<file path="config.mk">
export PLATFORM = sky130hd
export DESIGN_NAME = load_unit_xlen_flat
export DESIGN_NICKNAME = d
export VERILOG_FILES = /design/src/rtl/load_unit_xlen_if.sv /design/src/rtl/load_unit_xlen.sv /design/src/flat_wrapper.sv
export SDC_FILE = /design/constraint.sdc
export NUM_CORES = 1
export LEC_CHECK = 0
export ABC_AREA = 1
export CAP_MARGIN = 25
export CORE_MARGIN = 4
export CORE_UTILIZATION = 47
export CTS_BUF_LIST = sky130_fd_sc_hd__clkbuf_8
export DETAILED_ROUTE_END_ITERATION = 16
export GPL_TIMING_DRIVEN = 0
export PLACE_DENSITY_LB_ADDON = 0.2
export SETUP_SLACK_MARGIN = 0.3
export SYNTH_ARGS = -nofsm -noshare
export SYNTH_HDL_FRONTEND = slang
export SYNTH_SLANG_ARGS = --single-unit
</file>
<file path="constraint.sdc">
create_clock -name clk -period 1.65 [get_ports clk]
set_clock_uncertainty 0.05 [all_clocks]
set_input_delay 0.33 -clock clk [delete_from_list [all_inputs] [get_ports clk]]
set_output_delay 0.33 -clock clk [all_outputs]
set_load 0.005 [all_outputs]
</file>
<file path="src/rtl/load_unit_xlen_if.sv">
// Data-memory read port between the load unit (master) and the memory (slave).
// Carries the word-aligned read request and its one-cycle completion.
interface load_unit_xlen_if #(
    parameter int XLEN = 32
);
    logic            mem_valid;
    logic            mem_ready;
    logic [XLEN-1:0] mem_addr;
    logic [XLEN-1:0] mem_rdata;

    modport master (
        output mem_valid,
        output mem_addr,
        input  mem_ready,
        input  mem_rdata
    );

    modport slave (
        input  mem_valid,
        input  mem_addr,
        output mem_ready,
        output mem_rdata
    );
endinterface

</file>
<file path="src/rtl/load_unit_xlen.sv">
// Sequential RV32/RV64 load unit: decode, one or two aligned bus reads, merge, extend.
// Optional feature: LOAD_UNIT_MISALIGNED_SPLIT_EN splits non-AMO misaligned loads.
module load_unit_xlen #(
    parameter int XLEN   = 32,
    parameter int NBYTES = XLEN / 8
) (
    input  logic             clk,
    input  logic             resetn,
    input  logic             req_valid,
    output logic             req_ready,
    input  logic [2:0]       funct3,
    input  logic             amo_data_load,
    input  logic [XLEN-1:0]  addr,
    load_unit_xlen_if.master mem,
    output logic             rsp_valid,
    output logic [XLEN-1:0]  rsp_data,
    output logic             rsp_fault
);
    localparam int OFFW  = $clog2(NBYTES);
    localparam int WORDW = XLEN - OFFW;
    localparam bit IS64  = (XLEN == 64);
`ifdef LOAD_UNIT_MISALIGNED_SPLIT_EN
    localparam bit SPLIT_EN = 1'b1;
`else
    localparam bit SPLIT_EN = 1'b0;
`endif

    typedef enum logic [1:0] {
        IDLE,
        RD0,
        RD1,
        RESP
    } state_t;

    state_t state, next_state;

    logic [3:0]      dec_size;
    logic            dec_signed;
    logic            dec_legal;
    logic            dec_misaligned;
    logic            dec_fault;
    logic [OFFW-1:0] size_mask;
    logic            accept;

    logic [WORDW-1:0] word_q;
    logic [OFFW-1:0]  off_q;
    logic [3:0]       size_q;
    logic             signed_q;
    logic             fault_q;
    logic [XLEN-1:0]  lo_q;
`ifdef LOAD_UNIT_MISALIGNED_SPLIT_EN
    logic [XLEN-1:0]  hi_q;
    logic [4:0]       span;
    logic             crosses;
`endif

    logic             mem_valid_c;
    logic [XLEN-1:0]  mem_addr_c;
    logic [OFFW+2:0]  shamt;
    logic [XLEN-1:0]  shifted;
    logic             ext_bit;
    logic [XLEN-1:0]  load_result;

    assign accept = req_valid && (state == IDLE);

    // Size and signedness of the incoming request; LD/LWU only exist on RV64.
    always_comb begin
        dec_size   = 4'd0;
        dec_signed = 1'b0;
        dec_legal  = 1'b0;
        if (amo_data_load) begin
            if (funct3 == 3'b010) begin
                dec_size   = 4'd4;
                dec_signed = 1'b1;
                dec_legal  = 1'b1;
            end else if (funct3 == 3'b011 && IS64) begin
                dec_size   = 4'd8;
                dec_signed = 1'b1;
                dec_legal  = 1'b1;
            end
        end else begin
            case (funct3)
                3'b000: begin dec_size = 4'd1; dec_signed = 1'b1; dec_legal = 1'b1; end
                3'b001: begin dec_size = 4'd2; dec_signed = 1'b1; dec_legal = 1'b1; end
                3'b010: begin dec_size = 4'd4; dec_signed = 1'b1; dec_legal = 1'b1; end
                3'b100: begin dec_size = 4'd1; dec_signed = 1'b0; dec_legal = 1'b1; end
                3'b101: begin dec_size = 4'd2; dec_signed = 1'b0; dec_legal = 1'b1; end
                3'b011: begin dec_size = 4'd8; dec_signed = 1'b1; dec_legal = IS64; end
                3'b110: begin dec_size = 4'd4; dec_signed = 1'b0; dec_legal = IS64; end
                default: ;
            endcase
        end
    end

    assign size_mask      = dec_size[OFFW-1:0] - OFFW'(1);
    assign dec_misaligned = dec_legal && ((addr[OFFW-1:0] & size_mask) != '0);
    assign dec_fault      = !dec_legal || (dec_misaligned && (amo_data_load || !SPLIT_EN));

`ifdef LOAD_UNIT_MISALIGNED_SPLIT_EN
    assign span    = 5'(off_q) + 5'(size_q);
    assign crosses = span > 5'(NBYTES);
`endif

    always_ff @(posedge clk or negedge resetn) begin
        if (!resetn) begin
            state <= IDLE;
        end else begin
            state <= next_state;
        end
    end

    always_ff @(posedge clk or negedge resetn) begin
        if (!resetn) begin
            word_q   <= '0;
            off_q    <= '0;
            size_q   <= '0;
            signed_q <= 1'b0;
            fault_q  <= 1'b0;
            lo_q     <= '0;
`ifdef LOAD_UNIT_MISALIGNED_SPLIT_EN
            hi_q     <= '0;
`endif
        end else begin
            if (accept) begin
                word_q   <= addr[XLEN-1:OFFW];
                off_q    <= addr[OFFW-1:0];
                size_q   <= dec_size;
                signed_q <= dec_signed;
                fault_q  <= dec_fault;
            end
            if (state == RD0 && mem.mem_ready) begin
                lo_q <= mem.mem_rdata;
            end
`ifdef LOAD_UNIT_MISALIGNED_SPLIT_EN
            if (state == RD1 && mem.mem_ready) begin
                hi_q <= mem.mem_rdata;
            end
`endif
        end
    end

    // Bring the addressed byte to bit 0; bytes past the first word come from hi_q.
    assign shamt = {off_q, 3'b000};
`ifdef LOAD_UNIT_MISALIGNED_SPLIT_EN
    assign shifted = XLEN'({hi_q, lo_q} >> shamt);
`else
    assign shifted = lo_q >> shamt;
`endif

    always_comb begin
        case (size_q)
            4'd1:    ext_bit = shifted[7];
            4'd2:    ext_bit = shifted[15];
            4'd4:    ext_bit = shifted[31];
            default: ext_bit = shifted[XLEN-1];
        endcase
        ext_bit = ext_bit & signed_q;
        load_result = '0;
        for (int i = 0; i < NBYTES; i++) begin
            load_result[8*i +: 8] = (i < int'(size_q)) ? shifted[8*i +: 8] : {8{ext_bit}};
        end
    end

    always_comb begin
        next_state  = state;
        req_ready   = 1'b0;
        mem_valid_c = 1'b0;
        mem_addr_c  = '0;
        rsp_valid   = 1'b0;
        rsp_fault   = 1'b0;
        rsp_data    = '0;
        case (state)
            IDLE: begin
                req_ready = 1'b1;
                if (req_valid) begin
                    next_state = dec_fault ? RESP : RD0;
                end
            end
            RD0: begin
                mem_valid_c = 1'b1;
                mem_addr_c  = {word_q, {OFFW{1'b0}}};
                if (mem.mem_ready) begin
`ifdef LOAD_UNIT_MISALIGNED_SPLIT_EN
                    next_state = crosses ? RD1 : RESP;
`else
                    next_state = RESP;
`endif
                end
            end
`ifdef LOAD_UNIT_MISALIGNED_SPLIT_EN
            RD1: begin
                mem_valid_c = 1'b1;
                mem_addr_c  = {word_q + WORDW'(1), {OFFW{1'b0}}};
                if (mem.mem_ready) begin
                    next_state = RESP;
                end
            end
`endif
            RESP: begin
                rsp_valid  = 1'b1;
                rsp_fault  = fault_q;
                rsp_data   = fault_q ? '0 : load_result;
                next_state = IDLE;
            end
            default: next_state = IDLE;
        endcase
    end

    assign mem.mem_valid = mem_valid_c;
    assign mem.mem_addr  = mem_addr_c;
endmodule
</file>
<file path="src/flat_wrapper.sv">
// flat-port wrapper written by rule: the top's interface ports become plain ports
module load_unit_xlen_flat 
#(
    parameter int XLEN   = 32,
    parameter int NBYTES = XLEN / 8
)
  (clk, resetn, req_valid, req_ready, funct3, amo_data_load, addr, rsp_valid, rsp_data, rsp_fault, mem_mem_valid, mem_mem_addr, mem_mem_ready, mem_mem_rdata);
  load_unit_xlen_if #(.XLEN(XLEN)) mem_i ();
  input  logic clk;
  input  logic resetn;
  input  logic req_valid;
  output logic req_ready;
  input  logic [2:0] funct3;
  input  logic amo_data_load;
  input  logic [XLEN-1:0] addr;
  output logic rsp_valid;
  output logic [XLEN-1:0] rsp_data;
  output logic rsp_fault;
  output wire logic [$bits(mem_i.mem_valid)-1:0] mem_mem_valid;
  output wire logic [$bits(mem_i.mem_addr)-1:0] mem_mem_addr;
  input wire logic [$bits(mem_i.mem_ready)-1:0] mem_mem_ready;
  input wire logic [$bits(mem_i.mem_rdata)-1:0] mem_mem_rdata;
  assign mem_mem_valid = mem_i.mem_valid;
  assign mem_mem_addr = mem_i.mem_addr;
  assign mem_i.mem_ready = mem_mem_ready;
  assign mem_i.mem_rdata = mem_mem_rdata;
  load_unit_xlen #(.XLEN(XLEN), .NBYTES(NBYTES)) u_core (.clk(clk), .resetn(resetn), .req_valid(req_valid), .req_ready(req_ready), .funct3(funct3), .amo_data_load(amo_data_load), .addr(addr), .mem(mem_i), .rsp_valid(rsp_valid), .rsp_data(rsp_data), .rsp_fault(rsp_fault));
endmodule
</file>
==> reports/summary.txt <==
Stages on worst setup path - 7
startpoint types - register
core box area - 8258 sq um
die height - 100.5 um
row count - 33
first-pass GRT wire length - 22.51 mm
share of layout cells above drive strength 1 - 51.51%
final period utilization - 145.4%
num ports - 140
sequential share of power - 20.7%
Placement Setup Slack - -0.6386 ns
CP arrival - 2.02 ns
Total Routing Usage GR - 28.38%
Final Max Slew Viols - 0
Post-Syn Instances - 518
CTS Buf Count - 9
final setup margin - -0.7490 ns
Yosys cell types - 28
Pleak - 3.476 nW
Yosys reg bits - 72
Critical Path RT - 1.27 ns
r2r worst-path depth - 6
RSZ-0062 raised after global routing - yes
Period minus WS final - 2.399 ns
CTS tree - done
CTS root buffer - clkbuf_8
Tot Pwr - 16.04 mW
IO Port Bufs - 137
violated checks - negative setup slack
1st-iter DRT viols - 469
Vias/cell - 6.126
final net count - 798
CP max stage delay - 0.48 ns
combinational share of power - 69.9%
Final Hold Viols - 0
Final ANT Viol Nets - 0
drt first pass iters - 7
slew margin rel. - 35.52%
critical path, cell by cell - buf_6, buf_6, o21ai_0, a21oi_2, o21ai_1, a21oi_4, buf_2
Synth async-reset ratio - 100.0%
drt drc - 0
Setup crit end kind - primary output
Top delay family on crit path - compound AO/OA/AOI/OAI gates
outcome - finished with violations
most used cell, CP - buf_6
total gr overflow - 0
HPWL Detailed - 9.467 mm
Top FF cell, synth - dfrtp_1
Hold Crit Class - input port to async pin
final setup fails - 77
Clock transition at path regs - 0.10 ns
n_diodes - 0
largest net degree at the start of global routing - 73
Post-CTS Hold Buffers - 0
maxcap violations - 0
starting density of the core - 48.70%
Die W - 100.5 um
Post-synth EDFFs - 0
sw power - 7.736 mW
post-synthesis sequential area ratio - 44.80%
fill count - 316
Int Power - 8.303 mW
switching share of power - 48.23%
Max Buffers Root-to-Sink - 2
Layout area overhead - 85.41%
PwrDens - 2151 nW/um^2
CP max-delay cell - dfrtp_2
global placer's final weighted congestion - 0.8918
initial antenna violation count - 0
clock power share - 9.3%
WL/cell - 24.49 um
vias in the first global route - 4547
Min Hold Slack - 0.05752 ns
crit-path max FO - 10
clk sinks - 72
clk_lat worst skew - 0.36 ns
Synth Warn # - 0
Vias - 5115
CP Class - register to primary output
die area - 10100 sq um
measured slew at the worst slew-check pin - 0.9672 ns
Total Wirelength - 20.45 mm
worst ir drop on vdd - 1.434 mV
Avg Inst Size Synth - 7.763 sq um
# H-tree levels - 3
Finished Core Util - 90.29%
Max Fclk - 416.8 MHz
area of the mapped netlist - 4021 sq um
worst path bufs/invs - 3
## path summary, 6_finish.rpt
kind	start	endpoint	slack, ns
max in group asynchronous	resetn	u_core.off_q[0]	0.78
min in group clk	u_core.lo_q[1]	u_core.lo_q[1]	0.47
min	resetn	u_core.word_q[12]	0.06
min reg2reg	u_core.lo_q[1]	u_core.lo_q[1]	0.47
max	u_core.off_q[0]	rsp_data[9]	-0.75
max reg2reg	u_core.state[1]	u_core.lo_q[2]	-0.02
## repair_timing
| action | CTS | global route |
|---|---|---|
| gates cloned | 5 | 12 |
| setup buffers | 31 | 11 |
| resized for setup | 390 | 268 |
| hold endpoints to repair | 0 | 0 |
| pin swaps | 7 | 21 |
| setup endpoints to repair | 132 | 138 |
## cell type report
type                            instances  area (sq um)  area share (%)
Multi-Input combinational cell        359          2774           37.20
Timing Repair Buffer                  194          1864           25.00
Sequential cell                        72          1804           24.20
Buffer                                 33         427.9           5.739
Inverter                               56         241.5           3.239
Clock buffer                           10         137.6           1.846
Tap cell                              105         131.4           1.762
Clock inverter                          5         58.81          0.7887
Timing Repair inverter                  1         16.27          0.2182
## cells in the mapped netlist (3+ instances only)
cell type / count / area [sq um]
a21oi_1: 43 / 215.2
a21oi_2: 7 / 61.31
buf_2: 10 / 50.05
buf_4: 4 / 30.03
buf_6: 6 / 67.56
clkbuf_1: 13 / 48.80
dfrtp_1: 72 / 1802
inv_1: 53 / 198.9
mux2_1: 3 / 33.78
mux2_2: 21 / 236.5
nand2_1: 116 / 435.4
nand3_1: 8 / 40.04
nand3_2: 4 / 40.04
nor2_1: 54 / 202.7
o211ai_1: 7 / 52.55
o21ai_0: 81 / 405.4
## cells by family (layout without fill, tap and decap cells)
kind of cell	Yosys count	count (layout)	share of synthesized area [%]
muxes	24	24	6.721
and+or+nand+nor	191	192	19.42
other	1	2	0.09325
AOI/OAI and AO/OA	141	141	18.79
buffers and inverters	89	299	10.17
DFF	72	72	44.80
## per-stage QoR
stage | setup TNS, ns | std cells | area [sq um]
detailed placement | -32.22 | 761 | 5628
CTS | -26.36 | 812 | 6371
global placement | -187.19 | 761 | 5630
finish | -35.62 | 835 | 7456
global route | -41.03 | 835 | 7456
floorplan | 0 | 519 | 4128
## flip-flops by register name, indices dropped and copies added, names as in the netlist
register and flops:
u_core.size_q 4, u_core.lo_q 32, u_core.signed_q 1, u_core.fault_q 1, u_core.word_q 30, u_core.off_q 2, u_core.state 2
## routing by layer
metal	global-route usage (%)	wire length (um)	up-vias
li1	-	-	2096
met1	34.21	6959	2431
met2	48.67	9972	461
met3	7.612	2091	127
met4	10.36	1429	0
met5	0	0	-
## power groups by stage
| stage | registers, mW | clock network, mW | logic (mW) |
|---|---|---|---|
| 2_1_floorplan | 2.95 | 0 | 4.01 |
| 3_3_place_gp | 3.10 | 0 | 6.02 |
| 3_5_place_dp | 3.12 | 0 | 6.13 |
| 4_1_cts | 3.13 | 1.42 | 7.76 |
| 5_1_grt | 3.34 | 1.57 | 11.7 |
| 6_report | 3.32 | 1.50 | 11.2 |
## cell usage in the layout (no fill, tap or decap), types with 5 or more instances in the layout
cell	netlist	layout
a21oi_1	43	6
a21oi_2	7	35
a21oi_4	0	9
buf_12	0	5
buf_2	10	57
buf_4	4	16
buf_6	6	39
buf_8	0	16
clkbuf_16	0	13
clkbuf_2	0	7
clkbuf_8	0	10
clkdlybuf4s50_1	0	70
dfrtp_1	72	70
inv_1	53	43
inv_2	2	6
inv_4	1	6
mux2_4	0	24
nand2_1	116	76
nand2_2	2	23
nand2_4	1	18
nand3_2	4	10
nor2_1	54	15
nor2_2	2	8
nor2_4	0	33
o211ai_1	7	7
o21ai_0	81	30
o21ai_1	1	29
o21ai_2	1	19
o21ai_4	0	5
Note: power is estimated with default switching activity, not from simulation.
